$ cat src/rtl/f2c_dma_writer.sv
// FPGA->host DMA ring producer: slices a 64-bit stream into write bursts
// and posts the chunk write pointer to the host metrics buffer.
module f2c_dma_writer #(
  parameter int TLP_QWS    = 16,
  parameter int CHUNK_TLPS = 32,
  parameter int PTR_BITS   = 2
) (
  input  logic                pcieClk_in,
  input  logic                reset_in,
  input  logic                enable_in,
  input  logic [28:0]         f2cBase_in,
  input  logic [28:0]         mtrBase_in,
  input  logic [PTR_BITS-1:0] rdPtr_in,
  input  logic [63:0]         f2cData_in,
  input  logic                f2cValid_in,
  output logic                f2cReady_out,
  output logic                cmdValid_out,
  input  logic                cmdReady_in,
  output logic [28:0]         cmdAddr_out,
  output logic [9:0]          cmdDwCount_out,
  output logic [63:0]         txData_out,
  output logic                txValid_out,
  input  logic                txReady_in,
  output logic [PTR_BITS-1:0] wrPtr_out
);

  localparam int BEAT_W =
    (TLP_QWS > 1) ? $clog2(TLP_QWS) : 1;
  localparam int IDX_W =
    (CHUNK_TLPS > 1) ? $clog2(CHUNK_TLPS) : 1;
  localparam int CHUNK_QWS = CHUNK_TLPS * TLP_QWS;

  localparam logic [BEAT_W-1:0] LAST_BEAT =
    BEAT_W'(TLP_QWS - 1);
  localparam logic [IDX_W-1:0] LAST_TLP =
    IDX_W'(CHUNK_TLPS - 1);

  typedef enum logic [2:0] {
    IDLE,
    HDR,
    DATA,
    MHDR,
    MDATA
  } state_t;

  state_t              state;
  logic [PTR_BITS-1:0] wr_ptr;
  logic [IDX_W-1:0]    tlp_idx;
  logic [BEAT_W-1:0]   beat;
  logic                cmd_valid;
  logic [28:0]         cmd_addr;
  logic [9:0]          cmd_dw;

  logic [PTR_BITS-1:0] wr_next;
  logic                space;
  logic [28:0]         hdr_addr;
  logic                beat_hs;

  // One ring slot always stays empty so full and empty differ.
  assign wr_next = wr_ptr + PTR_BITS'(1);
  assign space   = (wr_next != rdPtr_in);
  assign beat_hs = f2cValid_in && txReady_in;

  assign hdr_addr = f2cBase_in
                  + 29'(wr_ptr) * 29'(CHUNK_QWS)
                  + 29'(tlp_idx) * 29'(TLP_QWS);

  always_ff @(posedge pcieClk_in) begin
    if (reset_in) begin
      state     <= IDLE;
      wr_ptr    <= '0;
      tlp_idx   <= '0;
      beat      <= '0;
      cmd_valid <= 1'b0;
      cmd_addr  <= '0;
      cmd_dw    <= '0;
    end else begin
      case (state)
        IDLE: begin
          cmd_valid <= 1'b0;
          if (!enable_in) begin
            wr_ptr  <= '0;
            tlp_idx <= '0;
          end else if (space) begin
            state     <= HDR;
            cmd_valid <= 1'b1;
            cmd_addr  <= hdr_addr;
            cmd_dw    <= 10'(2 * TLP_QWS);
          end
        end
        HDR: begin
          if (cmdReady_in) begin
            state     <= DATA;
            cmd_valid <= 1'b0;
            beat      <= '0;
          end
        end
        DATA: begin
          if (beat_hs) begin
            beat <= beat + BEAT_W'(1);
            if (beat == LAST_BEAT) begin
              if (tlp_idx != LAST_TLP) begin
                tlp_idx <= tlp_idx + IDX_W'(1);
                state   <= IDLE;
              end else begin
                tlp_idx   <= '0;
                wr_ptr    <= wr_next;
                state     <= MHDR;
                cmd_valid <= 1'b1;
                cmd_addr  <= mtrBase_in;
                cmd_dw    <= 10'd1;
              end
            end
          end
        end
        MHDR: begin
          if (cmdReady_in) begin
            state     <= MDATA;
            cmd_valid <= 1'b0;
          end
        end
        MDATA: begin
          if (txReady_in) begin
            state <= IDLE;
          end
        end
        default: begin
          state     <= IDLE;
          cmd_valid <= 1'b0;
        end
      endcase
    end
  end

  // Payload beats flow straight through; only the metrics DW is local.
  always_comb begin
    f2cReady_out = 1'b0;
    txValid_out  = 1'b0;
    txData_out   = '0;
    case (state)
      DATA: begin
        f2cReady_out = txReady_in;
        txValid_out  = f2cValid_in;
        txData_out   = f2cData_in;
      end
      MDATA: begin
        txValid_out = 1'b1;
        txData_out  = 64'(wr_ptr);
      end
      default: begin
        f2cReady_out = 1'b0;
      end
    endcase
  end

  assign cmdValid_out   = cmd_valid;
  assign cmdAddr_out    = cmd_addr;
  assign cmdDwCount_out = cmd_dw;
  assign wrPtr_out      = wr_ptr;

endmodule

$ cat config.mk
export PLATFORM = sky130hd
export DESIGN_NAME = f2c_dma_writer
export DESIGN_NICKNAME = d
export VERILOG_FILES = /design/src/rtl/f2c_dma_writer.sv
export SDC_FILE = /design/constraint.sdc
export NUM_CORES = 1
export LEC_CHECK = 0
export CELL_PAD_IN_SITES_DETAIL_PLACEMENT = 1
export CELL_PAD_IN_SITES_GLOBAL_PLACEMENT = 1
export CORE_UTILIZATION = 35
export CTS_BUF_LIST = sky130_fd_sc_hd__clkbuf_16
export DETAILED_ROUTE_END_ITERATION = 6
export DONT_BUFFER_PORTS = 1
export PLACE_DENSITY = 0.75
export SLEW_MARGIN = 30
export SYNTH_ARGS = -nofsm -noshare
export SYNTH_HDL_FRONTEND = slang
export SYNTH_SLANG_ARGS = --single-unit
$ cat constraint.sdc
create_clock -name pcieClk_in -period 5.91 [get_ports pcieClk_in]
set_input_delay 0.591 -clock pcieClk_in [delete_from_list [all_inputs] [get_ports pcieClk_in]]
set_output_delay 0.591 -clock pcieClk_in [all_outputs]
set_load 0.1 [all_outputs]
==> run_results.csv <==
group,metric,value,unit
status,status,"finished, violations left",
status,violations,"DRC",
sta,hold_viol_final,0,
clock_tree,cts-resized-gates,0,
global_route,grt_pass1_wl,16600,um
synthesis,synth_cells,407,
die,start_util,36.8,%
power,p_per_area,282,mW/mm2
synthesis,synth-xor-area-share,6.66,%
global_route,grt_start_max_net_pins,42,
critical_path,worstPathRequired,5.32,ns
critical_path,crit_family,"simple AND/OR/NAND/NOR gates",
die,coreArea,0.00889,mm2
routing,wl_per_cell,22.4,um
critical_path,cp-start-kind,"flip-flop",
finish,final_layout_size_suffix_gt1_share,6.35,%
power,fin_total_pwr,988,uW
critical_path,reg2reg_depth,6,
place,io_buffer_count,0,
die,die_h,98.7,um
routing,vias_per_cell,6.05,
min_path,min_path_type,"in -> reg",
critical_path,cp-startpoint,"state[1]",
critical_path,cp.arrival,3.05,ns
power,p_int,570,uW
sta,setup_viol,0,
sta,setup_slack,2.27,ns
synthesis,synth_seq_cells,46,
synthesis,synth_area_per_cell,8.04,um2
power,p_seq_share,46.2,%
die,ios,238,
clock_tree,cts_max_path_buffers,2,
synthesis,synth_edf_count,0,
critical_path,crit_chain,"nor3b_4 > buf_4 > and2_1",
routing,drc,1,
sta,slew_violations,0,
critical_path,timing.rr.start,"state[1]",
synthesis,synth_top_area_share,28.2,%
sta,max_slew_margin,31.0,%
clock_tree,htreeDepth,2,
power,swShare,42.3,%
routing,vias,3051,
power,combPwrFrac,21.5,%
routing,antenna_left,0,
run,drv_cap,0,
power,peakVddDrop,0.000131,V
place,post-place-ws,2.60,ns
die,core.rowCount,34,
power,switchingPower,418,uW
finish,area_growth,7.23,%
routing,detail_route.wirelength,11300,um
critical_path,crit_buf_inv,1,
sta,max_freq,275,MHz
clock_tree,cts_hold_buffers,0,
synthesis,yosysWarnings,0,
clock_tree,clkTransAtPathRegs,0.07,ns
synthesis,yosysSeqAreaShare,28.2,%
global_route,overflow,0,
global_route,antenna_found_initial,2,
critical_path,crit_path_max_fanout,37,
critical_path,cp.depth,3,
global_route,grt_use_total,22.0,%
clock_tree,clockRootBuffer,"clkbuf_16",
sta,period_needed,3.64,ns
critical_path,cp-end-kind,"output port",
synthesis,synth-simple-area-share,31.1,%
place,hpwl,9080,um
synthesis,synth_area_leader_cell,"dfxtp_1",
power,clock_power_share,32.3,%
synthesis,ys.flop_type,"dfxtp_1",
clock_tree,clock_latency,0.28,ns
critical_path,max_stage_delay,0.85,ns
synthesis,netlist_top_cells_area,"dfxtp_1 (28%), and2_1 (12%), xor2_1 (4.6%), a2bb2oi_1 (4.3%), ha_1 (3.8%)",
synthesis,synth_mux_area_share,0.612,%
synthesis,synth_compound_area_share,22.9,%
power,cellLeakagePower,0.00130,uW
sta,fin_skew,0.00339,ns
place,gp_congestion,0.927,
clock_tree,cts_buffers,5,
synthesis,ys_async_sr_fraction,0,%
sta,worstMarginPinSlew,1.03,ns
global_route,first_global_vias,2984,
clock_tree,cts_sinks,46,
synthesis,synth_top_family_by_area,"simple AND/OR/NAND/NOR gates",
routing,drt_first_pass_iters,7,
synthesis,synth_cell_types,61,
clock_tree,cts_setup_buffers,0,
min_path,worstHoldStart,"reset_in",
place,dpl_cell_area,0.00334,mm2
synthesis,synth-adder-area-share,4.44,%
clock_tree,cts_tree,"yes",
routing,drtIter0Drc,140,
finish,nets,534,
finish,fin_area,0.00351,mm2
die,dieWidth,98.7,um
critical_path,critPathSlowestCell,"and2_1",
synthesis,synth_area,0.00327,mm2
sta,fin_tns_setup,0,ns
min_path,holdPathStages,1,
critical_path,worst-setup-path-type,"reg -> out",
sta,finalCritPeriodShare,61.6,%
die,dieArea,0.00973,mm2
sta,rsz0062_at_grt,"no",
-- path summary, 6_finish.rpt --
path	end	slack (ns)
min reg2reg	tlp_idx[2]	0.53
max reg2reg	cmdAddr_out[22]	2.65
max	txData_out[2]	2.27
min	state[2]	0.38
-- through the flow --
stage	utilization, %	hold WS (ns)	instances
detailed placement	37.5	0.525	494
floorplan	-	0.470	414
global placement	37.3	0.490	494
finish	39.4	0.377	504
CTS	39.4	0.368	502
global route	39.4	0.369	504
-- cell usage in the layout, fill, tap and decap left out, types with 4 or more instances in the layout --
cell type / n
nand2_1: 27
nor2b_1: 4
dfxtp_1: 46
nand4_1: 17
and3_1: 4
nand3_1: 11
xnor2_1: 6
o211ai_1: 4
o21ai_0: 10
and2_1: 64
nor2_1: 19
inv_1: 7
nor3_1: 4
a22oi_1: 9
o2bb2ai_1: 7
nand2b_1: 5
conb_1: 8
o22ai_1: 15
a2bb2oi_1: 16
a21oi_1: 17
buf_4: 5
clkbuf_16: 5
xor2_1: 17
ha_1: 10
-- cell usage after synthesis (4+ instances only) --
| master | instances |
|---|---|
| and2_1 | 64 |
| dfxtp_1 | 46 |
| nand2_1 | 27 |
| nor2_1 | 22 |
| a21oi_1 | 18 |
| clkbuf_1 | 18 |
| nand4_1 | 17 |
| xor2_1 | 17 |
| a2bb2oi_1 | 16 |
| o22ai_1 | 15 |
| nand3_1 | 11 |
| ha_1 | 10 |
| o21ai_0 | 10 |
| a22oi_1 | 9 |
| buf_4 | 9 |
| inv_1 | 7 |
| o2bb2ai_1 | 7 |
| xnor2_1 | 6 |
| nand2b_1 | 5 |
| and3_1 | 4 |
| buf_2 | 4 |
| nor2b_1 | 4 |
| nor3_1 | 4 |
| o211ai_1 | 4 |
-- metal layers --
| metal | GRT usage [%] | vias to the layer above | part of all wire, % |
|---|---|---|---|
| met5 | 0 | - | 0 |
| met4 | 8.73 | 0 | 2.7 |
| met3 | 7.87 | 18 | 9.8 |
| met2 | 39.5 | 154 | 51 |
| met1 | 23.4 | 1443 | 37 |
| li1 | - | 1436 | - |
-- power by group through the flow --
stage                     sequential [uW]  clock, uW  combinational, uW
final                                 456        319                213
after CTS                             456        327                214
after detailed placement              463          0                214
after floorplan                       453          0                206
after global placement                461          0                209
after global routing                  458        336                224
-- cell type report --
type,instances,area (um2)
inverters,7,26.3
clock buffers,5,125
flip-flops and latches,46,921
fillers,1063,5380
repair buffers,5,37.5
diodes,2,5.00
well taps,108,135
clock inverters,3,40.0
multi-input cells,328,2220
-- worst reg2reg max path, delay by kind of cell (launching register included) --
kind                   cells  cell delay (ns)
AO/OA/AOI/OAI              2             0.29
buffers and inverters      1             0.42
flip-flops                 1             0.69
AND/OR/NAND/NOR            3             1.72
-- registers in the layout, indices dropped and copies added (netlist names) --
signal	cells
tlp_idx	5
beat	4
cmdValid_out	1
state	3
cmdAddr_out	29
wrPtr_out	2
cmdDwCount_out	2
-- cell families (layout without fill, tap and decap cells) --
| kind of cell | Yosys count | in the layout |
|---|---|---|
| compound gates | 105 | 105 |
| xor+xnor | 24 | 24 |
| mux | 2 | 2 |
| flops | 46 | 46 |
| simple gates | 178 | 178 |
| fa+ha+maj | 11 | 11 |
| other cells | 1 | 10 |
| buf+inv | 40 | 20 |
(Power assumes the default switching activity.)
